`src/rtl/arb_pkg.sv`:
```
// Shared types and constants for the round-robin index arbiter.
// N and IDX_W are tied to the width of the downstream 3-to-8 decoder.
package arb_pkg;

  localparam int N     = 8;
  localparam int IDX_W = 3;

  typedef enum logic {IDLE, GRANT} arb_state_t;

  typedef logic [IDX_W-1:0] idx_t;

endpackage

```
`src/rtl/rr_pick.sv`:
```
// Rotating-priority picker: returns the first requester at or after ptr,
// scanning upward modulo N.
module rr_pick
  import arb_pkg::*;
(
  input  logic [N-1:0] req,
  input  idx_t         ptr,
  output idx_t         pick,
  output logic         any
);

  logic [2*N-1:0] dbl;
  logic [N-1:0]   rot;
  idx_t           off;

  assign dbl = {req, req};

  // Duplicating the vector lets a plain shift stand in for a rotate.
  // The descending loop leaves the lowest set bit of the rotated view in off.
  always_comb begin
    rot = dbl[ptr +: N];
    off = '0;
    for (int i = N - 1; i >= 0; i--) begin
      if (rot[i]) off = idx_t'(i);
    end
    pick = ptr + off;
    any  = |req;
  end

endmodule

```
`src/rtl/rr_index_arbiter.sv`:
```
// Round-robin arbiter with a registered grant index, a hold-time limit and a
// one-cycle timeout pulse when a grant is revoked by that limit.
module rr_index_arbiter
  import arb_pkg::*;
#(
  parameter int MAX_HOLD = 15
) (
  input  logic         clk,
  input  logic         nrst,
  input  logic [N-1:0] req,
  input  logic         done,
  output idx_t         idx,
  output logic         valid,
  output logic         timeout
);

  localparam logic [7:0] HOLD_LAST = 8'(MAX_HOLD - 1);

  arb_state_t st;
  idx_t       ptr;
  logic [7:0] hold_cnt;
  idx_t       pick;
  logic       any;

  rr_pick u_pick (
    .req  (req),
    .ptr  (ptr),
    .pick (pick),
    .any  (any)
  );

  // Every grant exit passes through IDLE, so consecutive grants always have
  // at least one cycle of valid low. A withdrawn request counts as done.
  always_ff @(posedge clk or negedge nrst) begin
    if (!nrst) begin
      st       <= IDLE;
      ptr      <= '0;
      hold_cnt <= '0;
      idx      <= '0;
      valid    <= 1'b0;
      timeout  <= 1'b0;
    end else begin
      timeout <= 1'b0;
      case (st)
        IDLE: begin
          if (any) begin
            idx      <= pick;
            valid    <= 1'b1;
            hold_cnt <= '0;
            st       <= GRANT;
          end
        end
        GRANT: begin
          if (done || !req[idx] || hold_cnt == HOLD_LAST) begin
            valid   <= 1'b0;
            ptr     <= idx_t'(idx + 1'b1);
            st      <= IDLE;
            timeout <= !done && req[idx];
          end else if (hold_cnt != 8'hFF) begin
            hold_cnt <= hold_cnt + 8'd1;
          end
        end
        default: st <= IDLE;
      endcase
    end
  end

endmodule

```
`config.mk`:
```
export PLATFORM = sky130hd
export DESIGN_NAME = rr_index_arbiter
export DESIGN_NICKNAME = d
export VERILOG_FILES = /design/src/rtl/arb_pkg.sv /design/src/rtl/rr_pick.sv /design/src/rtl/rr_index_arbiter.sv
export SDC_FILE = /design/constraint.sdc
export NUM_CORES = 1
export LEC_CHECK = 0
export CAP_MARGIN = 20
export CORE_ASPECT_RATIO = 1.4
export CORE_MARGIN = 2
export CORE_UTILIZATION = 50
export CTS_CLUSTER_DIAMETER = 120
export DETAILED_ROUTE_END_ITERATION = 8
export PLACE_DENSITY = 0.72
export SETUP_SLACK_MARGIN = 0.4
export SLEW_MARGIN = 5
export SYNTH_ARGS = -nofsm -noshare
export SYNTH_HDL_FRONTEND = slang
export SYNTH_HIERARCHICAL = 1
export SYNTH_SLANG_ARGS = --single-unit
```
`constraint.sdc`:
```
create_clock -name clk -period 7.2 [get_ports clk]
set_input_delay 1.44 -clock clk [delete_from_list [all_inputs] [get_ports clk]]
set_output_delay 1.44 -clock clk [all_outputs]
set_load 0.1 [all_outputs]
```
* Yosys cells after proc, flatten, opt, wreduce, memory -nomap -nowiden *
Index checks and enable logic that the tools add are counted.
Widths: inputs -> output; s select.

storage, ports and cells
  register bits = 17
  word-level logic and storage cells = 50
  input port bits = 11

operators by class
  eq/ne operators = 6
  order comparisons = 1
  reductions and logical operators = 10
  shifts and indexed selects = 1
  add/subtract/negate cells = 3
  mux-type cells = 22
  bitwise operators = 1

operator list
  operator             count
  $mux 3               8
  $mux 8               3
  $pmux 8 s2           1
  $shiftx 16x4->8      1
  $add 8x1->8 const B  1
  $eq 8x4->1 const B   1
  $ne 8x8->1 const B   1
  $reduce_or 8->1      1
  $mux 1               7
  $reduce_and 2->1     3
  $lt 3x4->1 const B   1
  $ne 2x1->1 const B   2
  $ne 2x2->1 const B   2
  $pmux 1 s2           2
  $add 3x1->3 const B  1
  $add 3x3->3          1
  $bmux 1 s3           1
  $reduce_and 3->1     1
  $logic_not 1->1      2
  $logic_or 1x1->1     2
  $logic_and 1x1->1    1
  $not 1->1            1

* Longest topological paths before layout *
  depth in word-level cells = 10
  depth in mapped cells = 13

* By module *
Netlist, hierarchy kept.

modules (own cells, without submodules)
  module            seq. area each (um2)  instances  cells an instance  area an instance (um2)
  rr_index_arbiter  425.4                 1          107                1054.8
  rr_pick           0.0                   1          50                 519.2

* Worst setup path before layout *
No wires, ideal clock.

  path kind = in2reg
  from = input port req[7]
  to = register idx[2]
  buffers on the path = 0
  cell stages on the path = 12
  arrival time = 3.595 ns
  data required time = 7.070 ns
  slack = 3.475 ns
  setup time = 0.130 ns
  cell sequence = mux4_1 > mux2i_1 > o311ai_0 > a21bo_2 > a31oi_1 > ha_1 > inv_1 > fa_1 > xnor2_1 > xnor2_1 > nand2_1 > o21ai_0

on the way
  word-level cells in the longest chain between the ends = 10

ends and longest elaborated chain
  item                  line                    text
  start, declared       rr_index_arbiter.sv:10  input logic [N-1:0] req,
  $shiftx 16x4->8 (*)   rr_pick.sv:21           rot = dbl[ptr +: N];
  $mux 3 (7 in series)  rr_pick.sv:24           if (rot[i]) off = idx_t'(i);
  $mux 3 (*)            rr_pick.sv:24
  $add 3x3->3 (*)       rr_pick.sv:26           pick = ptr + off;
  via pick[2]           rr_index_arbiter.sv:22  idx_t pick;
  end signal, assigned  rr_index_arbiter.sv:47  idx <= pick;
  end, declared         rr_index_arbiter.sv:12  output idx_t idx,

Mark *: on every way through the listed nets, which the timed path passes. The rest lies on a longest branch.
A chain may end at the register's enable or synchronous reset.

* Worst setup path after layout *
  from = input port req[6]
  to = register idx[2]

Same word-level chain as after synthesis.

==> results by group <==
Status
  – Outcome: complete, no violations

GRT
  – GR Overflow Total: 0
  – First-pass GRT wire length: 6210 um
  – Initial antenna violation count: 0
  – Via count of the first global-routing pass: 1328
  – GRT Util Overall: 0.2228
  – Largest net degree at the start of global routing: 18

Floorplanning
  – # rows: 24
  – Die Y: 70.39 um
  – DIE AREA: 3619 sq um
  – Starting Density: 0.5139
  – Core ar.: 3063 sq um
  – Boundary Pins: 16
  – Die W: 51.42 um

Placement
  – HPWL after DPL: around 2700 um
  – Port bufs: 15
  – GPL Wtd Cong: 0.8037
  – Placed insts: 203
  – DP Worst Slack: 2.651 ns

Logic synthesis
  – Unique masters post-synth: 52
  – EDFF count, synth: 0
  – Warnings from Yosys: 6
  – Cell count after synthesis: 157
  – Synth Register Bits: 17
  – Area share of the largest cell type after synthesis: 0.2703
  – Mapped Area: approximately 1600 sq um
  – Top cells by area, synth: dfrtp_1, mux4_1, mux2i_1
  – Post-synth top flop: dfrtp_1
  – Post-synthesis async set-or-reset flop share: 1.000
  – Synth area leader: dfrtp_1
  – Syn_nets: approximately 170
  – Post-Syn Area per Cell: 10.03 sq um
  – Register area share after synthesis: 0.2703

Hold path
  – Worst Hold Class: flip-flop to flip-flop

Clock tree
  – H-tree lvl count: 1
  – Number of CTS-inserted buffers: 3
  – Clock transition at the registers of the reported paths: 0.07 ns
  – Worst-Skew Late Latency: 0.25 ns
  – Post-CTS Setup Repair Bufs: 0
  – CTS tree: yes
  – Post-CTS Hold Buffers: 0
  – # resized after CTS: 0
  – Clk buf depth: 2
  – Sink Count: 17
  – Root Driver: clkbuf_8

Final layout
  – Commonest non-fill, non-tap cell in the layout: nand2_1
  – Final Net Count: 185
  – Layout area overhead: 12.16%
  – Inserted Diodes: 0
  – Commonest non-fill, non-tap cells in the layout: nand2_1, dfrtp_1, clkdlybuf4s50_1
  – Share of post-route cells with drive strength above 1: 0.1071
  – Final cell count without fillers: 207

Critical path
  – CP most frequent cell: xnor2_1
  – Critical Path AT: 4.40 ns
  – CP Buf/Inv Count: 2
  – CP Max Fanout: 7
  – CP endpoint kind: flip-flop
  – Worst EP required: 7.32 ns
  – Slowest CP cell: mux4_1
  – Delay-heaviest family, CP: multiplexers
  – Slowest Stage Delay on Critical Path: 0.59 ns
  – CP Cell Sequence: clkdlybuf4s50_1 -> mux4_1 -> mux2i_1 -> o311ai_0 -> a21bo_2 -> a31oi_1 -> ha_1 -> inv_1 -> fa_1 -> xnor2_1 -> xnor2_1 -> nand2_1 -> o21ai_0
  – Setup crit start kind: input pin
  – CP Class: input pin to flip-flop

Pwr
  – Pwr/cell area: 439.3 nW/um^2
  – Leakage: 0.7709 nW
  – Peak supply drop: around 200 uV

STA
  – Layout Skew: 0.007343 ns
  – Slew @ Worst Pin: 0.9741 ns
  – Final hold slack: ~0.54 ns
  – Tcrit/Tclk final: 0.5946
  – Slew HR: 0.3486
  – Max Transition Viols Final: 0
  – Fmax: roughly 230 MHz
  – Final worst slack: ~3 ns
  – Min Tclk post-route: 4.281 ns
  – Final Hold Vio Count: 0
  – Fin Setup TNS: 0 ns
  – Setup violators final: 0
  – Unrepaired setup endpoints after global routing: false

Route
  – DRT antenna net count: 0
  – Routed wire per std cell: 17.19 um
  – Iteration-0 DRC Markers: 35
  – DRC: 0
  – Drt pass-1 iters: 4
  – Final wirelength: 3558 um
  – Vias post-DR: 1330
  – Via/cell ratio: about 6.4

Run
  – Max Cap Viol: 0
## worst paths after layout
check / startpoint / end / slack (ns) / cells after the start
max in group asynchronous: nrst / idx[0] / 5.08 / 1
max reg2reg: ptr[0] / idx[2] / 3.94 / 12
min in group asynchronous: nrst / hold_cnt[2] / 1.64 / 1
min reg2reg: hold_cnt[4] / hold_cnt[4] / 0.54 / 1
min: hold_cnt[4] / hold_cnt[4] / 0.54 / 1
max: req[6] / idx[2] / 2.92 / 13
## routing by layer
metal | vias up | global-route usage | routed length (um) | share of wire
met5 | - | 0 | 0 | 0
met4 | 0 | 0.07018 | 51 | 0.014
met3 | 6 | 0.01923 | 127 | 0.036
met2 | 45 | 0.4217 | 2002 | 0.56
met1 | 646 | 0.2524 | 1376 | 0.39
li1 | 633 | - | - | -
## state kept, by name (all words and copies together) (netlist names)
signal and count:
hold_cnt 8, idx 3, ptr 3, st 1
timeout 1, valid 1
## cells by family after synthesis
family          count (synthesis)  share of synthesized area
buf+inv                        20                    0.06280
xor+xnor                        3                    0.01670
flops                          17                     0.2703
simple gates                   54                     0.1781
fa+ha+maj                       5                    0.04452
compound gates                 34                     0.1733
mux                            24                     0.2544
## area by class of cell
cell class | instances | area (sq um)
fill | 278 | 1297
multi-input combinational | 120 | 1050
sequential | 17 | 425.4
timing repair buffer | 15 | 150.1
tap | 39 | 48.80
inverter | 12 | 45.04
clock buffer | 3 | 41.29
clock inverter | 1 | 5.005
## cell usage after synthesis, drive strengths merged, types with 2 or more instances
library cell	count
mux2	8
inv	12
o31ai	4
nand2	18
clkbuf	2
or4	3
o21a	2
o41ai	3
nor2	8
mux4	9
nor4	3
nand3	5
a21oi	5
mux2i	7
xnor2	2
a41oi	2
nor3	2
buf	6
o211ai	2
ha	4
o21ai	6
dfrtp	17
nand4	3
or3	2
and3	4
## report_power, final
| part | switching [mW] | internal (mW) |
|---|---|---|
| logic | 0.280 | 0.223 |
| clock network | 0.0307 | 0.0383 |
| registers | 0.0782 | 0.125 |
| total | 0.389 | 0.387 |
## stage by stage
step / total power [mW] / area, sq um / utilization
after floorplan: 0.6171 / 1574 / -
after global placement: 0.6949 / 1719 / 0.5613
after detailed placement: 0.7102 / 1719 / 0.5613
after CTS: 0.7832 / 1765 / 0.5764
after global routing: 0.8449 / 1765 / 0.5764
final: 0.7756 / 1765 / 0.5764
Power figures use the tool's default switching activity.
